==> src/rtl/seq_alu_pkg.sv <==
// rtl/seq_alu_pkg.sv - shared opcode/state types for the sequential ALU
// Purpose: opcode and FSM state enumerations plus a small opcode helper.
// Ports: none (package).
package seq_alu_pkg;

  typedef enum logic [2:0] {
    OP_ADD = 3'b000,
    OP_SUB = 3'b001,
    OP_AND = 3'b010,
    OP_OR  = 3'b011,
    OP_XOR = 3'b100,
    OP_NOT = 3'b101,
    OP_SHL = 3'b110,
    OP_SAR = 3'b111
  } opc_e;

  typedef enum logic [1:0] {
    ST_IDLE = 2'd0,
    ST_BUSY = 2'd1,
    ST_HOLD = 2'd2
  } state_e;

  // Opcodes 110 and 111 are the iterative shifts.
  function automatic logic is_shift(input logic [2:0] opc);
    return opc[2] & opc[1];
  endfunction

endpackage

==> src/rtl/seq_alu_if.sv <==
// rtl/seq_alu_if.sv - request/result handshake bundle for the sequential ALU
// Purpose: groups the request side (in_*, opc) and result side (out_*, flags).
// Ports: master drives in_valid/opc/in_m/in_n/in_c/out_ready;
//        slave drives in_ready/out_valid/out_f/zer/neg/cout/ovf.
interface seq_alu_if #(
  parameter int WIDTH = 16
);
  logic             in_valid;
  logic             in_ready;
  logic [2:0]       opc;
  logic [WIDTH-1:0] in_m;
  logic [WIDTH-1:0] in_n;
  logic             in_c;
  logic             out_valid;
  logic             out_ready;
  logic [WIDTH-1:0] out_f;
  logic             zer;
  logic             neg;
  logic             cout;
  logic             ovf;

  modport master (
    output in_valid, opc, in_m, in_n, in_c, out_ready,
    input  in_ready, out_valid, out_f, zer, neg, cout, ovf
  );

  modport slave (
    input  in_valid, opc, in_m, in_n, in_c, out_ready,
    output in_ready, out_valid, out_f, zer, neg, cout, ovf
  );
endinterface

==> src/rtl/seq_alu_core.sv <==
// rtl/seq_alu_core.sv - combinational single-cycle ALU ops with carry/overflow
// Purpose: module alu_core; evaluates opcodes 000-101 in one pass. Shift
//          opcodes pass M through unchanged (the shift-by-zero result).
// Ports: i_opc, i_m, i_n, i_c in; o_f result, o_cout, o_ovf out.
module alu_core
  import seq_alu_pkg::*;
#(
  parameter int WIDTH = 16
) (
  input  logic [2:0]       i_opc,
  input  logic [WIDTH-1:0] i_m,
  input  logic [WIDTH-1:0] i_n,
  input  logic             i_c,
  output logic [WIDTH-1:0] o_f,
  output logic             o_cout,
  output logic             o_ovf
);

  logic [WIDTH:0] w_sum;
  logic [WIDTH:0] w_dif;

  // One extra bit catches carry out of ADD and borrow (wrap) of SUB.
  assign w_sum = {1'b0, i_m} + {1'b0, i_n} + {{WIDTH{1'b0}}, i_c};
  assign w_dif = {1'b0, i_m} - {1'b0, i_n} - {{WIDTH{1'b0}}, i_c};

  always_comb begin
    o_f    = i_m;
    o_cout = 1'b0;
    o_ovf  = 1'b0;
    case (i_opc)
      OP_ADD: begin
        o_f    = w_sum[WIDTH-1:0];
        o_cout = w_sum[WIDTH];
        o_ovf  = (i_m[WIDTH-1] == i_n[WIDTH-1]) && (w_sum[WIDTH-1] != i_m[WIDTH-1]);
      end
      OP_SUB: begin
        o_f    = w_dif[WIDTH-1:0];
        o_cout = w_dif[WIDTH];
        o_ovf  = (i_m[WIDTH-1] != i_n[WIDTH-1]) && (w_dif[WIDTH-1] != i_m[WIDTH-1]);
      end
      OP_AND:         o_f = i_m & i_n;
      OP_OR:          o_f = i_m | i_n;
      OP_XOR:         o_f = i_m ^ i_n;
      OP_NOT:         o_f = ~i_m;
      OP_SHL, OP_SAR: o_f = i_m;
    endcase
  end

endmodule

==> src/rtl/seq_alu.sv <==
// rtl/seq_alu.sv - sequential ALU with iterative shifter and result hold
// Purpose: accepts one op per handshake, computes single-cycle ops via
//          alu_core, shifts one bit per cycle for SHL/SAR, holds the result
//          until the consumer takes it.
// Ports: clk, rst (sync, active-high); bus (seq_alu_if.slave) carrying the
//        request handshake, operands, result handshake, result and flags.
module seq_alu
  import seq_alu_pkg::*;
#(
  parameter int WIDTH       = 16,
  parameter int CARRY_CHAIN = 0
) (
  input logic      clk,
  input logic      rst,
  seq_alu_if.slave bus
);

  localparam int KW = $clog2(WIDTH);

  localparam logic [1:0] S_IDLE = ST_IDLE;
  localparam logic [1:0] S_BUSY = ST_BUSY;
  localparam logic [1:0] S_HOLD = ST_HOLD;

  logic [1:0]       r_state;
  logic [KW-1:0]    r_cnt;
  logic [WIDTH-1:0] r_sh;
  logic             r_sh_sar;
  logic [WIDTH-1:0] r_f;
  logic             r_zer;
  logic             r_neg;
  logic             r_cout;
  logic             r_ovf;
  logic             r_carry;

  logic             w_ready;
  logic             w_accept;
  logic [KW-1:0]    w_k;
  logic             w_c;
  logic             w_iter;
  logic [WIDTH-1:0] w_sh_next;
  logic             w_sh_out;
  logic [WIDTH-1:0] w_alu_f;
  logic             w_alu_cout;
  logic             w_alu_ovf;

  // In HOLD a new request is taken in the same cycle the result is consumed.
  assign w_ready   = (r_state == S_IDLE) || ((r_state == S_HOLD) && bus.out_ready);
  assign w_accept  = bus.in_valid && w_ready;
  assign w_k       = bus.in_n[KW-1:0];
  assign w_c       = (CARRY_CHAIN != 0) ? r_carry : bus.in_c;
  assign w_iter    = is_shift(bus.opc) && (w_k != '0);
  assign w_sh_next = r_sh_sar ? {r_sh[WIDTH-1], r_sh[WIDTH-1:1]} : {r_sh[WIDTH-2:0], 1'b0};
  assign w_sh_out  = r_sh_sar ? r_sh[0] : r_sh[WIDTH-1];

  alu_core #(.WIDTH(WIDTH)) u_core (
    .i_opc  (bus.opc),
    .i_m    (bus.in_m),
    .i_n    (bus.in_n),
    .i_c    (w_c),
    .o_f    (w_alu_f),
    .o_cout (w_alu_cout),
    .o_ovf  (w_alu_ovf)
  );

  always_ff @(posedge clk) begin
    if (rst) begin
      r_state  <= S_IDLE;
      r_cnt    <= '0;
      r_sh     <= '0;
      r_sh_sar <= 1'b0;
      r_f      <= '0;
      r_zer    <= 1'b0;
      r_neg    <= 1'b0;
      r_cout   <= 1'b0;
      r_ovf    <= 1'b0;
      r_carry  <= 1'b0;
    end else if (w_accept) begin
      if (w_iter) begin
        r_state  <= S_BUSY;
        r_sh     <= bus.in_m;
        r_sh_sar <= bus.opc[0];
        r_cnt    <= w_k;
      end else begin
        r_state <= S_HOLD;
        r_f     <= w_alu_f;
        r_zer   <= (w_alu_f == '0);
        r_neg   <= w_alu_f[WIDTH-1];
        r_cout  <= w_alu_cout;
        r_ovf   <= w_alu_ovf;
        if ((bus.opc == OP_ADD) || (bus.opc == OP_SUB)) r_carry <= w_alu_cout;
      end
    end else if (r_state == S_BUSY) begin
      r_sh  <= w_sh_next;
      r_cnt <= r_cnt - KW'(1);
      // The final shift lands directly in the result register.
      if (r_cnt == KW'(1)) begin
        r_state <= S_HOLD;
        r_f     <= w_sh_next;
        r_zer   <= (w_sh_next == '0);
        r_neg   <= w_sh_next[WIDTH-1];
        r_cout  <= w_sh_out;
        r_ovf   <= 1'b0;
      end
    end else if ((r_state == S_HOLD) && bus.out_ready) begin
      r_state <= S_IDLE;
    end else if (r_state == 2'b11) begin
      r_state <= S_IDLE;
    end
  end

  assign bus.in_ready  = w_ready;
  assign bus.out_valid = (r_state == S_HOLD);
  assign bus.out_f     = r_f;
  assign bus.zer       = r_zer;
  assign bus.neg       = r_neg;
  assign bus.cout      = r_cout;
  assign bus.ovf       = r_ovf;

endmodule

==> src/flat_wrapper.sv <==
// flat-port wrapper written by rule: the top's interface ports become plain ports
module seq_alu_flat import seq_alu_pkg::*;
#(
  parameter int WIDTH       = 16,
  parameter int CARRY_CHAIN = 0
)
  (clk, rst, bus_in_valid, bus_opc, bus_in_m, bus_in_n, bus_in_c, bus_out_ready, bus_in_ready, bus_out_valid, bus_out_f, bus_zer, bus_neg, bus_cout, bus_ovf);
  seq_alu_if #(.WIDTH(WIDTH)) bus_i ();
  input logic clk;
  input logic rst;
  input wire logic [$bits(bus_i.in_valid)-1:0] bus_in_valid;
  input wire logic [$bits(bus_i.opc)-1:0] bus_opc;
  input wire logic [$bits(bus_i.in_m)-1:0] bus_in_m;
  input wire logic [$bits(bus_i.in_n)-1:0] bus_in_n;
  input wire logic [$bits(bus_i.in_c)-1:0] bus_in_c;
  input wire logic [$bits(bus_i.out_ready)-1:0] bus_out_ready;
  output wire logic [$bits(bus_i.in_ready)-1:0] bus_in_ready;
  output wire logic [$bits(bus_i.out_valid)-1:0] bus_out_valid;
  output wire logic [$bits(bus_i.out_f)-1:0] bus_out_f;
  output wire logic [$bits(bus_i.zer)-1:0] bus_zer;
  output wire logic [$bits(bus_i.neg)-1:0] bus_neg;
  output wire logic [$bits(bus_i.cout)-1:0] bus_cout;
  output wire logic [$bits(bus_i.ovf)-1:0] bus_ovf;
  assign bus_i.in_valid = bus_in_valid;
  assign bus_i.opc = bus_opc;
  assign bus_i.in_m = bus_in_m;
  assign bus_i.in_n = bus_in_n;
  assign bus_i.in_c = bus_in_c;
  assign bus_i.out_ready = bus_out_ready;
  assign bus_in_ready = bus_i.in_ready;
  assign bus_out_valid = bus_i.out_valid;
  assign bus_out_f = bus_i.out_f;
  assign bus_zer = bus_i.zer;
  assign bus_neg = bus_i.neg;
  assign bus_cout = bus_i.cout;
  assign bus_ovf = bus_i.ovf;
  seq_alu #(.WIDTH(WIDTH), .CARRY_CHAIN(CARRY_CHAIN)) u_core (.clk(clk), .rst(rst), .bus(bus_i));
endmodule
==> config.mk <==
export PLATFORM = sky130hd
export DESIGN_NAME = seq_alu_flat
export DESIGN_NICKNAME = d
export VERILOG_FILES = /design/src/rtl/seq_alu_pkg.sv /design/src/rtl/seq_alu_if.sv /design/src/rtl/seq_alu_core.sv /design/src/rtl/seq_alu.sv /design/src/flat_wrapper.sv
export SDC_FILE = /design/constraint.sdc
export NUM_CORES = 1
export LEC_CHECK = 0
export BUFFER_PORTS_ARGS = -buffer_cell sky130_fd_sc_hd__buf_4
export CORE_MARGIN = 2
export CORE_UTILIZATION = 51
export CTS_CLUSTER_SIZE = 12
export DETAILED_ROUTE_END_ITERATION = 16
export PLACE_DENSITY = 0.74
export SLEW_MARGIN = 20
export SYNTH_ARGS = -nofsm -noshare
export SYNTH_HDL_FRONTEND = slang
export SYNTH_SLANG_ARGS = --single-unit
==> constraint.sdc <==
create_clock -name clk -period 6 [get_ports clk]
set_input_delay 1.2 -clock clk [delete_from_list [all_inputs] [get_ports clk]]
set_output_delay 1.2 -clock clk [all_outputs]
set_load 0.02 [all_outputs]
## Yosys cells after proc, flatten, opt, wreduce, memory -nomap -nowiden

Index checks and enable logic that the tools add are counted.

| operators by class | value |
|---|---|
| add/sub/neg operators | 5 |
| equal/unequal tests | 18 |
| mux-type cells | 37 |
| bitwise operators | 5 |
| reductions and logical operators | 19 |

Operators by type and width:

| operator | number |
|---|---|
| 16-bit 2-to-1 mux | 8 |
| 16-bit case mux with 7 select lines | 1 |
| 16-bit logical NOT | 2 |
| 16-bit by 16-bit adder with 17-bit output | 1 |
| 17-bit by 1-bit adder with 17-bit output | 1 |
| 1-bit 2-to-1 mux | 17 |
| 16-bit by 16-bit subtractor with 17-bit output | 1 |
| 17-bit by 1-bit subtractor with 17-bit output | 1 |
| 16-bit AND | 1 |
| 16-bit NOT | 1 |
| 16-bit bitwise OR | 1 |
| 16-bit XOR | 1 |
| 3-bit == test, second input constant | 4 |
| 2-bit 2-to-1 mux | 6 |
| 4-bit 2-to-1 mux | 3 |
| 4-bit nonzero test | 2 |
| 3-bit by 2-bit == test with 1-bit output, second input constant | 2 |
| 2-bit AND reduction | 3 |
| 1-bit logical AND | 5 |
| 2-bit == test, second input constant | 2 |
| 4-bit by 1-bit == test with 1-bit output, second input constant | 1 |
| 2-bit != test, second input constant | 2 |
| 1-bit case mux with 2 select lines | 2 |
| 2-bit nonzero test | 2 |
| other kinds (12) | 14 |

| storage, ports and cells | value |
|---|---|
| register bits after elaboration | 43 |
| word-level logic and storage cells | 93 |

## Logic depth before layout (Yosys ltp)

| depth | value |
|---|---|
| depth in word-level cells | 7 |
| gate-level depth with buffers | 13 |
| depth with buffers taken out | 13 |

## Modules after synthesis

A second synthesis with hierarchy kept.

| unflattened totals | value |
|---|---|
| cell total of the unflattened synthesis | 736 |
| area, all modules | 5,407.7 um2 |

Modules (own cells, without submodules):

| module | times used | cells an instance | area an instance (um2) | sequential area each (um2) |
|---|---|---|---|---|
| alu_core | 1 | 462 | 3,135.5 | 0.0 |
| seq_alu | 1 | 274 | 2,272.2 | 840.8 |

## Worst setup path after synthesis

No wires, ideal clock.

| path | value |
|---|---|
| kind | input to register |
| from | input port bus_in_c |
| to | register u_core.r_zer, in the netlist u_core.bus.zer |
| data arrival time | 4.041 ns |
| data required time | 5.904 ns |
| path slack | 1.863 ns |
| stages on the path | 13 |
| path buffers | 0 |
| cells stage by stage | inv_1 -> fa_1 -> inv_1 -> ha_1 -> o21ai_0 -> a311oi_2 -> a221oi_1 -> o21ai_0 -> xnor2_1 -> o221ai_1 -> nand4b_1 -> or4_1 -> o41ai_2 |

| on the way | value |
|---|---|
| cells in the longest elaborated chain, start to end | 5 |

RTL lines:

| element | RTL line | text |
|---|---|---|
| start: declaration | flat_wrapper.sv:15 | `input wire logic [$bits(bus_i.in_c)-1:0] bus_in_c;` |
| 17-bit by 1-bit subtractor with 17-bit output or 17-bit by 1-bit adder with 17-bit output (tied branches) | seq_alu_core.sv:24, seq_alu_core.sv:23 |  |
| 16-bit case mux with 7 select lines (*) | seq_alu_core.sv:30 | `case (i_opc)` |
| 16-bit logical NOT (*) | seq_alu.sv:86 | `r_zer <= (w_alu_f == '0);` |
| 1-bit 2-to-1 mux (*) | seq_alu.sv:78 | `if (w_iter) begin` |
| 1-bit 2-to-1 mux (*) | seq_alu.sv:77 | `end else if (w_accept) begin` |
| end signal: assignment | seq_alu.sv:86 |  |
| end signal: assignment | seq_alu.sv:99 | `r_zer <= (w_sh_next == '0);` |
| end: declaration | seq_alu.sv:29 | `logic r_zer;` |

Mark *: on every way between the ends. The rest lies on a longest branch, timed or not. The select of a mux whose other input is x is not followed.
A chain may end at the register's enable or synchronous reset.

## Final worst setup path

| path | value |
|---|---|
| from | input port bus_in_n[0] |
| to | register u_core.r_zer, in the netlist u_core.bus.zer |

| on the way | value |
|---|---|
| cells in the longest elaborated chain, start to end | 6 |

RTL lines:

| element | RTL line | text |
|---|---|---|
| start: declaration | flat_wrapper.sv:14 | `input wire logic [$bits(bus_i.in_n)-1:0] bus_in_n;` |
| 16-bit by 16-bit subtractor with 17-bit output or 16-bit by 16-bit adder with 17-bit output (tied branches) | seq_alu_core.sv:24, seq_alu_core.sv:23 |  |
| 17-bit by 1-bit subtractor with 17-bit output or 17-bit by 1-bit adder with 17-bit output (tied branches) | seq_alu_core.sv:24, seq_alu_core.sv:23 |  |
| 16-bit case mux with 7 select lines | seq_alu_core.sv:30 |  |
| 16-bit logical NOT | seq_alu.sv:86 |  |
| 1-bit 2-to-1 mux | seq_alu.sv:78 |  |
| 1-bit 2-to-1 mux | seq_alu.sv:77 |  |

Parallel ways exist; a longest one is shown, timed or not. The select of a mux whose other input is x is not followed.

==> metrics.cfg <==
[timing]
finalClockSkew_ps=9.93
tightest_slew_ps=1010
rsz0062_at_grt=false
fin_crit_ps=4330
final-setup-viol-count=0
setup_tns_ps=0
max-slew-margin-rel=0.325
finalMaxSlewViolations=0
final.period_utilization=0.722
hold_viol=0
fmax_mhz=231

[setup_path]
worstSetupPathType=in2reg
critPathMaxFanout=5
max_stage_delay_ps=560
rr_endpoint=u_core.bus.zer$_SDFFE_PP0P_
critical_path_depth=14
crit_buf_inv=3
crit_start=bus_in_n[0]
required_ps=6210
end_kind=register
crit_end=u_core.bus.zer$_SDFFE_PP0P_
crit_slowest_cell=fa_1
cp_top_family=compound AO/OA/AOI/OAI gates
ff2ff_path_depth=9
r2r_slack_ps=2960
start_kind=input port
cp_cell_sequence=buf_4, inv_1, fa_1, inv_1, ha_1, o21ai_0, a311oi_2, a221oi_1, o21ai_0, xnor2_1, o221ai_1, nand4b_1, or4_1, o41ai_2
cp.arrival_ps=4540
r2r_start=u_core.r_state[1]$_SDFFE_PP0P_

[power]
comb_power_share=0.484
netSwitchingFraction=0.405
clockPowerShare=0.214
p_int_mw=0.621
p_per_area_nw_per_um2=183
ir_worst_vdd_uv=136
leakagePower_nw=2.41
seqPwrFrac=0.302
fin_total_pwr_mw=1.04
p_sw_mw=0.423

[routing]
via_count=5383
vias_per_cell=6.35
routedWlPerCell_um=17.8
drc=0
firstDrtPassIters=5
wirelength_um=15100
drt_iter0_drc=457
antenna_left=0

[clock_network]
post_cts_buffers=0
cts_tree=built
htreeDepth=2
hold_buffers=0
numCtsBuffers=5
clockRootBuffer=clkbuf_8
cts_resized=0
cts.sinks=42
insertion_delay_ps=300
cts.path.max_buffers=2
clk_pin_slew_ps=80

[floorplanning]
rows=36
core-area_um2=9730
io_pins=62
start_util=0.522
die_h_um=104
die_w_um=104
die_area_um2=10800

[grt]
grt_max_degree=45
grt_pass1_vias=5002
grt_usage=0.273
grt_pass1_wl_um=24700
grt_antenna_before_repair=0
overflow=0

[synthesis]
synth_area_per_cell_um2=7.44
ys_warn_count=0
synth_area_um2=5080
async_flop_share=0
yosysSeqAreaShare=0.166
yosys.area.top_type=dfxtp_1
ys_seq_elements=42
mappedNetlistNets=790
synth_compound_area_frac=0.338
ys_types=70
synth_top_family_by_area=compound AO/OA/AOI/OAI gates
synthCells=682
synthAdderAreaFrac=0.174
synth-simple-area-share=0.184
synth_area_leaders=dfxtp_1 (17%), ha_1 (16%), a21oi_1 (7.9%)
synth_xor_area_frac=0.0345
synthFlopType=dfxtp_1
synth_mux_area_frac=0.0256
synth_top_area_share=0.166
synth_edf_count=0

[flow_run]
cap_viol_max_count=0

[worst_hold_path]
hp-class=reg2reg

[cells_and_area]
nFillCells=947
nNetsFinal=822
seq_area_um2=841
drive_gt1_frac=0.129
area_delta_synth_final_pct=12.3
multi_input_area_um2=3860
post-route-util=0.586
diodes=0

[placed_design]
place.gp.congestion=0.934
io_buffer_count=61
place_hpwl_um=11200

[status]
status=complete, no violations

-- metal layers --
metal / GRT usage / wire length, um / vias to the layer above
li1: - / - / 2570
met1: 0.374 / 6570 / 2513
met2: 0.444 / 6930 / 276
met3: 0.0384 / 1280 / 24
met4: 0.0840 / 306 / 0
met5: 0 / 0 / -
-- worst min-delay path: stages, from the launching register on --
cell and delay [ps]:
dfxtp_1 320, nand2_1 50, a21oi_1 50
-- state kept, by name, summed over array words and instances (netlist names) --
signal            flops
u_core.bus.cout       1
u_core.bus.out_f     16
u_core.bus.ovf        1
u_core.bus.zer        1
u_core.r_cnt          4
u_core.r_sh          16
u_core.r_sh_sar       1
u_core.r_state        2
-- Yosys cell counts, drive strengths merged (11+ instances only) --
cell	number
o211ai	21
nand2	56
o221ai	11
a21oi	80
clkbuf	27
dfxtp	42
a211oi	20
inv	62
xnor2	13
nor2b	12
mux2i	13
ha	64
nor3	21
o21ai	29
nand3	15
buf	13
nor2	45
-- layout make-up --
| cell class | count | share of cell area |
|---|---|---|
| clock buffer | 5 | 0.0121 |
| clock inverter | 3 | 0.00703 |
| inverter | 62 | 0.0408 |
| multi-input combinational | 538 | 0.678 |
| sequential | 42 | 0.148 |
| tap | 133 | 0.0292 |
| timing repair buffer | 65 | 0.0856 |
-- worst min path at each step --
stage                                     start                          endpoint  slack [ps]  cells past startpoint
2_1_floorplan      u_core.r_sh[12]$_SDFFE_PP0P_      u_core.r_sh[12]$_SDFFE_PP0P_         440                      2
3_3_place_gp   u_core.bus.out_f[5]$_SDFFE_PP0P_  u_core.bus.out_f[5]$_SDFFE_PP0P_         440                      2
3_5_place_dp   u_core.bus.out_f[5]$_SDFFE_PP0P_  u_core.bus.out_f[5]$_SDFFE_PP0P_         450                      2
4_1_cts        u_core.bus.out_f[9]$_SDFFE_PP0P_  u_core.bus.out_f[9]$_SDFFE_PP0P_         460                      2
5_1_grt        u_core.bus.out_f[9]$_SDFFE_PP0P_  u_core.bus.out_f[9]$_SDFFE_PP0P_         480                      2
6_report       u_core.bus.out_f[9]$_SDFFE_PP0P_  u_core.bus.out_f[9]$_SDFFE_PP0P_         450                      2
-- power groups by stage --
| stage | Sequential [mW] | Combinational (mW) | Clock, mW |
|---|---|---|---|
| 2_1_floorplan | 0.328 | 0.344 | 0 |
| 3_3_place_gp | 0.320 | 0.481 | 0 |
| 3_5_place_dp | 0.321 | 0.491 | 0 |
| 4_1_cts | 0.315 | 0.494 | 0.223 |
| 5_1_grt | 0.318 | 0.552 | 0.237 |
| 6_report | 0.315 | 0.505 | 0.223 |
-- through the flow --
stage,hold WS [ps],cells,worst slack [ps],cell area [um^2]
after floorplan,439,682,1860,5080
after global placement,442,840,1500,5580
after detailed placement,447,840,1400,5580
after CTS,458,848,1700,5690
after global routing,478,848,1390,5700
final,452,848,1670,5700
-- placed cells by master (no fill, tap or decap), drive strengths merged, types with 6 or more instances in the layout --
| cell type | instances |
|---|---|
| nand2 | 56 |
| a221oi | 8 |
| nor3 | 21 |
| a21oi | 80 |
| a2111oi | 6 |
| a221o | 8 |
| o21a | 6 |
| nor2 | 45 |
| nand2b | 8 |
| o221ai | 11 |
| inv | 62 |
| nor2b | 12 |
| o211ai | 21 |
| dfxtp | 42 |
| ha | 64 |
| buf | 65 |
| o22ai | 8 |
| a22oi | 7 |
| a211oi | 20 |
| xnor2 | 13 |
| nand3 | 15 |
| mux2i | 13 |
| o21ai | 29 |
| xor2 | 7 |
| a211o | 8 |
-- cells by family (layout without fill, tap and decap cells) --
logic type,Yosys count,after routing
multiplexers,13,13
XOR/XNOR,20,20
AO/OA/AOI/OAI,247,247
buffers and inverters,102,135
flip-flops,42,42
AND/OR/NAND/NOR,190,190
adder cells (fa/ha/maj),68,68
Power figures use the tool's default switching activity.
